--- config.mk ---
export PLATFORM = sky130hd
export DESIGN_NAME = bitstream_frame_loader
export DESIGN_NICKNAME = d
export VERILOG_FILES = /design/src/rtl/bitstream_frame_loader.sv
export SDC_FILE = /design/constraint.sdc
export NUM_CORES = 1
export LEC_CHECK = 0
export CAP_MARGIN = 20
export CORE_ASPECT_RATIO = 0.8
export CORE_MARGIN = 10
export CORE_UTILIZATION = 58
export DETAILED_ROUTE_END_ITERATION = 10
export DONT_BUFFER_PORTS = 1
export MAX_ROUTING_LAYER = met4
export PLACE_DENSITY = 0.74
export SLEW_MARGIN = 20
export SYNTH_ARGS = -nofsm -noshare
export SYNTH_HDL_FRONTEND = slang
export SYNTH_SLANG_ARGS = --single-unit
--- constraint.sdc ---
create_clock -name CLK -period 6.6 [get_ports CLK]
set_input_delay 1.32 -clock CLK [delete_from_list [all_inputs] [get_ports CLK]]
set_output_delay 1.32 -clock CLK [all_outputs]
set_load 0.02 [all_outputs]
--- src/rtl/bitstream_frame_loader.sv ---
// Column configuration frame loader: decodes a 32-bit bitstream word stream, assembles one
// frame across all rows of the column and issues a one-hot write strobe to the tile latches.
module bitstream_frame_loader #(
  parameter int unsigned FrameBitsPerRow = 32,
  parameter int unsigned MaxFramesPerCol = 20,
  parameter int unsigned NumberOfRows    = 4,
  parameter int unsigned ColumnId        = 0
) (
  input  logic                                    CLK,
  input  logic                                    resetn,
  input  logic [FrameBitsPerRow-1:0]              in_data,
  input  logic                                    in_valid,
  output logic                                    in_ready,
  output logic [NumberOfRows*FrameBitsPerRow-1:0] FrameData,
  output logic [MaxFramesPerCol-1:0]              FrameStrobe,
  output logic                                    synced,
  output logic                                    error,
  output logic [15:0]                             frames_written
);

  localparam int unsigned RowW   = (NumberOfRows > 1) ? $clog2(NumberOfRows) : 1;
  localparam int unsigned FrameW = (MaxFramesPerCol > 1) ? $clog2(MaxFramesPerCol) : 1;
  localparam logic [RowW-1:0] LastRow = RowW'(NumberOfRows - 1);
  localparam logic [31:0] SyncWord   = 32'hFAB0_FAB1;
  localparam logic [31:0] DesyncWord = 32'hFAB0_FAB0;

  typedef enum logic [2:0] {
    StIdle,
    StSynced,
    StLoad,
    StSkip,
    StStrobe,
    StHold
  } state_e;

  state_e                                  state_q, state_d;
  logic [RowW-1:0]                         row_q, row_d;
  logic [FrameW-1:0]                       frame_q, frame_d;
  logic [NumberOfRows*FrameBitsPerRow-1:0] data_q, data_d;
  logic [MaxFramesPerCol-1:0]              strobe_q, strobe_d;
  logic                                    synced_q, synced_d;
  logic                                    error_q, error_d;
  logic [15:0]                             count_q, count_d;
  logic                                    ready_q, ready_d;

  logic accept;
  logic is_sync, is_desync, is_header, hdr_ours, hdr_frame_ok;

  assign accept       = in_valid && ready_q;
  assign is_sync      = (in_data == SyncWord);
  assign is_desync    = (in_data == DesyncWord);
  assign is_header    = (in_data[31:28] == 4'h1);
  assign hdr_ours     = (in_data[27:20] == 8'(ColumnId));
  assign hdr_frame_ok = (32'(in_data[15:8]) < MaxFramesPerCol);

  always_comb begin
    state_d  = state_q;
    row_d    = row_q;
    frame_d  = frame_q;
    data_d   = data_q;
    strobe_d = '0;
    synced_d = synced_q;
    error_d  = error_q;
    count_d  = count_q;

    unique case (state_q)
      StIdle: begin
        // Anything before the sync word is dropped without flagging an error.
        if (accept && is_sync) begin
          state_d  = StSynced;
          synced_d = 1'b1;
        end
      end
      StSynced: begin
        if (accept) begin
          if (is_desync) begin
            state_d  = StIdle;
            synced_d = 1'b0;
          end else if (is_sync) begin
            state_d = StSynced;
          end else if (is_header) begin
            row_d = '0;
            if (hdr_ours && hdr_frame_ok) begin
              state_d = StLoad;
              frame_d = FrameW'(in_data[15:8]);
            end else begin
              state_d = StSkip;
              if (hdr_ours) begin
                error_d = 1'b1;
              end
            end
          end else begin
            error_d = 1'b1;
          end
        end
      end
      StLoad: begin
        // Every word here is payload, even if it matches the sync/desync patterns.
        if (accept) begin
          data_d[row_q*FrameBitsPerRow +: FrameBitsPerRow] = in_data;
          row_d = row_q + 1'b1;
          if (row_q == LastRow) begin
            state_d  = StStrobe;
            row_d    = '0;
            strobe_d = MaxFramesPerCol'(1) << frame_q;
            count_d  = count_q + 16'd1;
          end
        end
      end
      StSkip: begin
        if (accept) begin
          row_d = row_q + 1'b1;
          if (row_q == LastRow) begin
            state_d = StSynced;
            row_d   = '0;
          end
        end
      end
      StStrobe: begin
        state_d = StHold;
      end
      StHold: begin
        state_d = StSynced;
      end
      default: begin
        state_d = StIdle;
      end
    endcase

    // Registered ready: low for the strobe and hold cycles so FrameData stays put.
    ready_d = (state_d == StIdle) || (state_d == StSynced) ||
              (state_d == StLoad) || (state_d == StSkip);
  end

  always_ff @(posedge CLK) begin
    if (!resetn) begin
      state_q  <= StIdle;
      row_q    <= '0;
      frame_q  <= '0;
      data_q   <= '0;
      strobe_q <= '0;
      synced_q <= 1'b0;
      error_q  <= 1'b0;
      count_q  <= 16'd0;
      ready_q  <= 1'b0;
    end else begin
      state_q  <= state_d;
      row_q    <= row_d;
      frame_q  <= frame_d;
      data_q   <= data_d;
      strobe_q <= strobe_d;
      synced_q <= synced_d;
      error_q  <= error_d;
      count_q  <= count_d;
      ready_q  <= ready_d;
    end
  end

  assign in_ready       = ready_q;
  assign FrameData      = data_q;
  assign FrameStrobe    = strobe_q;
  assign synced         = synced_q;
  assign error          = error_q;
  assign frames_written = count_q;

endmodule

# ---- Yosys cells after proc, flatten, opt, wreduce, memory -nomap -nowiden
# Cells that the tools add are included.
dict set report classes {
  add_sub_neg 3
  n_lt_le_gt_ge 1
  n_eq_ne 21
  shifts 3
  mux 26
  bitwise_logic 2
  n_reduce_logical 19
}
# op n
set ops {}
lappend ops {{$bwmux W128} 1}
lappend ops {{$shift A32 B34 Y128 const A} 1}
lappend ops {{$shiftx A32 B34 Y128} 1}
lappend ops {{$eq A32 B32 Y1 const B} 2}
lappend ops {{$neg A7 Y34} 1}
lappend ops {{$mux W3} 9}
lappend ops {{$shl A1 B5 Y20 const A} 1}
lappend ops {{$pmux W3 S6} 1}
lappend ops {{$reduce_and A6 Y1} 3}
lappend ops {{$add A16 B1 Y16 const B} 1}
lappend ops {{$ne A2 B2 Y1 const B} 7}
lappend ops {{$eq A3 B2 Y1 const B} 4}
lappend ops {{$mux W2} 6}
lappend ops {{$logic_not A8 Y1} 1}
lappend ops {{$lt A8 B5 Y1 const B} 1}
lappend ops {{$reduce_and A4 Y1} 2}
lappend ops {{$mux W1} 7}
lappend ops {{$eq A3 B1 Y1 const B} 2}
lappend ops {{$eq A3 B3 Y1 const B} 2}
lappend ops {{$logic_not A3 Y1} 2}
lappend ops {{$eq A4 B1 Y1 const B} 1}
lappend ops {{$ne A2 B1 Y1 const B} 2}
lappend ops {{$pmux W2 S2} 1}
lappend ops {{$reduce_bool A2 Y1} 2}
lappend ops {{other kinds (9)} 14}
dict set report word_totals {
  ff_bits 177
  input_bits 35
  out_inout_bits 167
}

# ---- Depth between registers and ports, before layout
# Gate-level depths: netlist of run 1.
dict set report depth {
  ltp_word 12
  mapped_depth 8
  ltp_nobuf 6
}

# ---- Least setup slack after synthesis of run 1
# OpenSTA, ideal clock, no wires.
dict set report synth_timing {
  path_kind {input to register}
  startpoint {input port in_data[23]}
  endpoint {register frame_q[0]}
  setup_time_ns 0.116
  arrival_time_ns 2.888
  path_slack_ns 3.596
  stages 5
  path_cell_list {or3_1 or4_4 nor4_4 mux2i_1 nor2b_1}
}
dict set report synth_via {
  elab_chain_len 3
}
# item line
set synth_rtl {}
lappend synth_rtl {{start, declared} 11} ;# input logic [FrameBitsPerRow-1:0] in_data,
lappend synth_rtl {{$eq A32 B32 Y1, or another cell as far along} 51} ;# assign is_desync = (in_data == DesyncWord);
lappend synth_rtl {{$not A1 Y1 (no line) or $logic_and A1 B1 Y1 (tied branches)} n/a}
lappend synth_rtl {{$reduce_and A6 Y1 (no line) (*)} n/a}
lappend synth_rtl {{end signal, assigned} 149} ;# frame_q <= frame_d;
lappend synth_rtl {{end, declared} 38} ;# logic [FrameW-1:0] frame_q, frame_d;
# Mark *: on every way between the ends. The rest lies on a longest branch, timed or not.
# A chain may end at the register's enable or synchronous reset.

# ---- Final worst setup path of run 1
dict set report layout_timing {
  startpoint {input port in_valid}
  endpoint {register data_q[61], in the netlist FrameData[61]}
}
dict set report layout_via {
  elab_chain_len 2
}
# item line
set layout_rtl {}
lappend layout_rtl {{start, declared} 12} ;# input logic in_valid,
lappend layout_rtl {{$logic_and A1 B1 Y1} 49} ;# assign accept = in_valid && ready_q;
lappend layout_rtl {{$reduce_and A2 Y1 (no line)} n/a}
lappend layout_rtl {{end signal, assigned} 150} ;# data_q <= data_d;
lappend layout_rtl {{end, declared} 39} ;# logic [NumberOfRows*FrameBitsPerRow-1:0] data_q, data_d;
# Every way passes these cells.

==> results of run 1 <==
==> registers in the layout, summed over array words and instances, names as in the netlist <==
signal          cells
frames_written     16
row_q               2
in_ready            1
frame_q             5
error               1
state_q             3
synced              1
FrameData         128
FrameStrobe        20
==> path summary, 6_finish.rpt <==
kind	end	slack [ns]	cells past startpoint	start
worst max-delay path	FrameData[61]	3.54	6	in_valid
worst min-delay path	state_q[1]	0.54	2	state_q[1]
worst max register to register	FrameData[61]	3.85	6	in_ready
worst min register to register	state_q[1]	0.54	2	state_q[1]
==> metrics by stage <==
stage,cells,utilization (%)
after floorplan,800,-
after global placement,891,60.0
after detailed placement,893,60.2
after CTS,925,65.4
after global routing,925,65.5
final,925,65.5
==> cells in the mapped netlist (2+ instances only) <==
master / number
a21boi_1: 128
a21oi_1: 5
a31oi_1: 2
and2_1: 18
and3_1: 4
and4_1: 2
buf_2: 12
clkbuf_1: 50
dfxtp_1: 177
ha_1: 7
inv_1: 6
mux2i_1: 6
nand2_1: 147
nand2b_1: 3
nand3_1: 138
nand3b_1: 2
nand4_1: 7
nand4b_1: 4
nor2_1: 17
nor2b_1: 10
nor3_1: 14
nor4_1: 2
o21a_1: 2
o21ai_1: 2
or3_1: 3
or4bb_1: 2
xnor2_1: 10
xor2_1: 5
==> critical path, cell delays in order <==
cell and delay, ns:
nand4b_1 0.29, nor2_1 0.54, and2_1 0.55, buf_4 0.38, nand3_1 0.14, a21boi_1 0.19
==> area by class of cell <==
type | count | share of cell area (%)
Tap cell | 148 | 2.42
Clock inverter | 13 | 2.32
Clock buffer | 19 | 5.65
Inverter | 7 | 0.343
Sequential cell | 177 | 46.3
Timing Repair Buffer | 7 | 0.784
Multi-Input combinational cell | 554 | 42.2
==> per-layer routing <==
layer,track usage (%),part of all wire [%]
met5,-,0
met4,9.78,2.6
met3,11.2,13
met2,37.4,47
met1,27.2,37
==> report_power, final <==
group / switching, W / internal, W / total (W) / leakage, nW
Combinational: 0.00000362 / 0.0000156 / 0.0000192 / 0.797
Sequential: 0.00000209 / 0.00107 / 0.00107 / 1.43
Clock: 0.000433 / 0.000606 / 0.00104 / 0.296
Total: 0.000439 / 0.00169 / 0.00213 / 2.52
==> kinds of logic after synthesis <==
logic type                 Yosys count  share of synthesized area [%]
muxes                                7                           1.01
AOI/OAI and AO/OA                  142                           14.9
and+or+nand+nor                    383                           26.7
adders and majority gates            7                           1.25
buffers and inverters               69                           3.90
DFF                                177                           50.4
xor gates and xnor gates            15                           1.87
==> metrics.txt, run 1 <==
status finished, final reports clean; clk slew on worst S/H paths 0.06 ns; port bufs 0; CORE AREA 0.0117 mm^2; die area 0.0169 mm^2; commonest non-fill, non-tap cell in the layout dfxtp_1; number of global-route vias before repair 5492; CTS max path bufs 2; RSZ-0062 raised after global routing no; via count 5699; Layout Nets a little over 800; CTS tree yes; Seq/Total Area, Yosys between 50% and 60%; # rows 35; routability cong. 0.846; H-tree depth 4; fin crit period 3.06 ns; worst-path maximum fanout 20; ys async rst share 0%; Final Instance Area about 0.0077 mm^2; largest net degree at the start of global routing 159; Syn Area/Cell a little under 9 um^2; final worst slack 3.54 ns; fmax 0.326 GHz; endpoint type of the worst setup path flop; Final setup violation count 0; Die Height ~120 um; initial antenna violation count 0; Area contributors post-synth dfxtp_1, a21boi_1, nand3_1, nand2_1, clkbuf_1; post-CTS setup buffer count 0; Area Overhead vs Synth 9.03%; vias per inst 6.16; CTS Buf Count 17; top_reg_cell synth dfxtp_1; most frequent cells in the layout dfxtp_1, nand2_1, nand3_1; Post-route DRC 0; peak supply drop 159 uV; hold-fix buffers at CTS 0; post-CTS sizing 0; Slew @ Worst Pin approximately 0.85 ns; Filler Cell Count 976; Synth Cell Area ~0.0070 mm^2; clk_skew 0.0103 ns; CP startpoint kind input port; post-synth top area share 50.4%; Hold Vio Cnt, Final 0; combined flip-flop and latch cell area between 0.003 and 0.004 mm^2; post-DP HPWL ~15000 um; DR WL/cell 22.5 um; most area-hungry cell type in the Yosys netlist dfxtp_1; Clk Latency, worst-skew pair 0.42 ns; DRT Pass-1 Iters 5; post-route antenna net violation count 0; post-place setup slack between 3 and 4 ns; required time of the critical path 6.95 ns; I/O pins around 200; 1st-iter DRT viols 467; multi-input logic area 0.00324 mm^2; Setup CP Type in -> reg; slew margin rel. between 40% and 50%; Lkg Pwr 2.52 nW; Yosys cell types 43; global-route wire length before repair 31900 um; Min Hold Slack between 0.5 and 0.6 ns; EDFF count, synth 0; Post-Syn Instances 800; crit share post-route a little under half; chip width 143 um; Slew Limit Fails 0; synthesized net count 842; Yosys reg bits 177; Pwr Total around 0.0021 W; GRT Residual Overflow 0; diode count 0; Post-DP Area 0.00704 mm^2; Initial Util approximately three fifths; crit path DAT 3.41 ns; Total Routing Usage GR 24.5%; WL final 20800 um; final setup TNS 0 ns; worst min-delay path class reg -> reg; layout cell share with drive strength beyond 1 6.82%; Clock Sinks between 150 and 200; P per Cell Area ~280 mW/mm^2; Synth Warn # 0; clock root buffer clkbuf_16; maxcap violations 0
No activity file was read; power rests on OpenSTA's default activity.
==> run 2, diff against run 1 <==
- CORE_UTILIZATION: 58 -> 57
- PLACE_DENSITY: 0.74 -> 0.75
- clock period: 6.6 -> 2.7 ns (I/O delays scaled with it)
==> run 2 against run 1 <==
Cell area grew 1.5%. Critical path depth shrank 1. Power grew 140%. Largest cell class unchanged. First-iteration DRC count grew 24%. Largest power group unchanged. Highest routed layer unchanged.
==> metrics.txt, run 2 (synthesis gave the netlist of run 1 again) <==
hold-fix buffers at CTS 0 (unchanged); vias per inst 6.13 (was 6.16); Hold Vio Cnt, Final 0 (unchanged); worst-path maximum fanout 5 (was 20); Clock Sinks 177 (unchanged); GRT Residual Overflow 0 (unchanged); commonest non-fill, non-tap cell in the layout dfxtp_1 (unchanged); clk slew on worst S/H paths 0.07 ns (was 0.06 ns); die area 0.0172 mm^2 (was 0.0169 mm^2); status finished, final reports clean (unchanged); layout cell share with drive strength beyond 1 7.83% (was 6.82%); final worst slack 0.433 ns (was 3.54 ns); final setup TNS 0 ns (unchanged); # rows 36 (was 35); CP startpoint kind flop (was input port); post-DP HPWL 14600 um (about the same); Post-Layout Cell Count 944 (was 925); port bufs 0 (unchanged); Area Overhead vs Synth 10.6% (was 9.03%); most frequent cells in the layout dfxtp_1, nand2_1, nand3_1 (unchanged); post-CTS setup buffer count 0 (unchanged); Die Height 119 um (was 118 um); Total Routing Usage GR 24.6% (was 24.5%); Clk Latency, worst-skew pair 0.43 ns (was 0.42 ns); Comb pwr share 0.9% (about the same); global-route wire length before repair 32400 um (was 31900 um); post-route antenna net violation count 0 (unchanged); clock root buffer clkbuf_16 (unchanged); H-tree depth 4 (unchanged); WL final 21200 um (was 20800 um); CORE AREA 0.0121 mm^2 (was 0.0117 mm^2); Slew Limit Fails 0 (unchanged); fmax 0.441 GHz; clk_skew 0.0130 ns (was 0.0103 ns); largest net degree at the start of global routing 159 (unchanged); P per Cell Area 658 mW/mm^2 (was 278 mW/mm^2); DRT Pass-1 Iters 5 (unchanged); crit path DAT 2.58 ns (was 3.41 ns); CTS Buf Count 17 (unchanged); P_int 0.00411 W (was 0.00169 W); Slew @ Worst Pin 0.654 ns (was 0.854 ns); I/O pins 202 (unchanged); slew margin rel. 55.8% (was 42.7%); via count 5788 (was 5699); fin crit period roughly 2.3 ns; Net Sw Power 0.00101 W (was 0.000439 W); Filler Cell Count 995 (was 976); worst min-delay path class in -> reg (was reg -> reg); Layout Nets 822 (was 806); routability cong. 0.881 (was 0.846); initial antenna violation count 0 (unchanged); sw frac 19.7% (was 20.6%); clock share of power 47.9% (was 48.8%); chip width 144 um (was 143 um); Lkg Pwr 2.59 nW (was 2.52 nW); endpoint type of the worst setup path flop (unchanged); RSZ-0062 raised after global routing no (unchanged); diode count 0 (unchanged); peak supply drop 474 uV (was 159 uV); maxcap violations 0 (unchanged); 1st-iter DRT viols 580 (was 467); number of global-route vias before repair 5454 (was 5492); # placed instances 913 (was 893); Initial Util 58.0% (was 60.1%); post-place setup slack 0.281 ns (was 3.03 ns); post-CTS sizing 0 (unchanged); crit share post-route 84.0%; CTS max path bufs 2 (unchanged); sequential share of power 51.2% (was 50.3%); Final setup violation count 0 (unchanged); CTS tree yes (unchanged); max reg flops 128 (unchanged); required time of the critical path 3.01 ns (was 6.95 ns); Setup CP Type reg -> reg (was in -> reg); DR WL/cell 22.4 um (was 22.5 um); Post-route DRC 0 (unchanged)
## run 2: power by group through the flow
stage / clock [W] / sequential (W) / combinational [W]
finish: 0.00245 / 0.00262 / 0.0000475
global route: 0.00259 / 0.00262 / 0.0000482
CTS: 0.00246 / 0.00262 / 0.0000471
detailed placement: 0 / 0.00268 / 0.0000471
global placement: 0 / 0.00268 / 0.0000463
floorplan: 0 / 0.00268 / 0.0000672
## run 2: worst max-delay path, stage by stage (launching register included)
cell and delay, ns:
dfxtp_1 0.53, nor4bb_1 0.65, nand2_1 0.22, nor4_4 0.42
mux2i_1 0.26, nor2b_1 0.07
## run 2: final timing paths
check / start / endpoint / slack [ns] / cells past startpoint
worst max-delay path: in_ready / frame_q[1] / 0.43 / 5
worst max register to register: in_ready / frame_q[1] / 0.43 / 5
worst min register to register: state_q[1] / state_q[1] / 0.54 / 2
worst min-delay path: in_data[24] / FrameData[88] / 0.25 / 2
## run 2: final cells by class
cell class	instances	area [um^2]	share of cell area (%)
Clock buffer	23	488	6.28
Clock inverter	8	104	1.34
Inverter	7	26.3	0.338
Multi-Input combinational cell	554	3220	41.5
Sequential cell	177	3540	45.6
Tap cell	152	190	2.45
Timing Repair Buffer	23	198	2.54
## run 2: metal layers
layer  up-vias  routed length (um)  GRT usage (%)  share of wire (%)
met5         -                   0              -                  0
li1       2691                   -              -                  -
met2       301                9680           37.4                 46
met1      2766                8310           28.9                 39
met3        30                2920           11.4                 14
met4         0                 267           6.12                1.3
## run 2: per-stage QoR
step	hold slack [ns]	utilization [%]	cell area [um^2]	power, W
2_1_floorplan	0.478	-	7030	0.00274
3_3_place_gp	0.495	59.3	7180	0.00272
3_5_place_dp	0.523	59.3	7180	0.00272
4_1_cts	0.252	64.2	7770	0.00513
5_1_grt	0.251	64.2	7770	0.00525
6_report	0.255	64.2	7770	0.00511
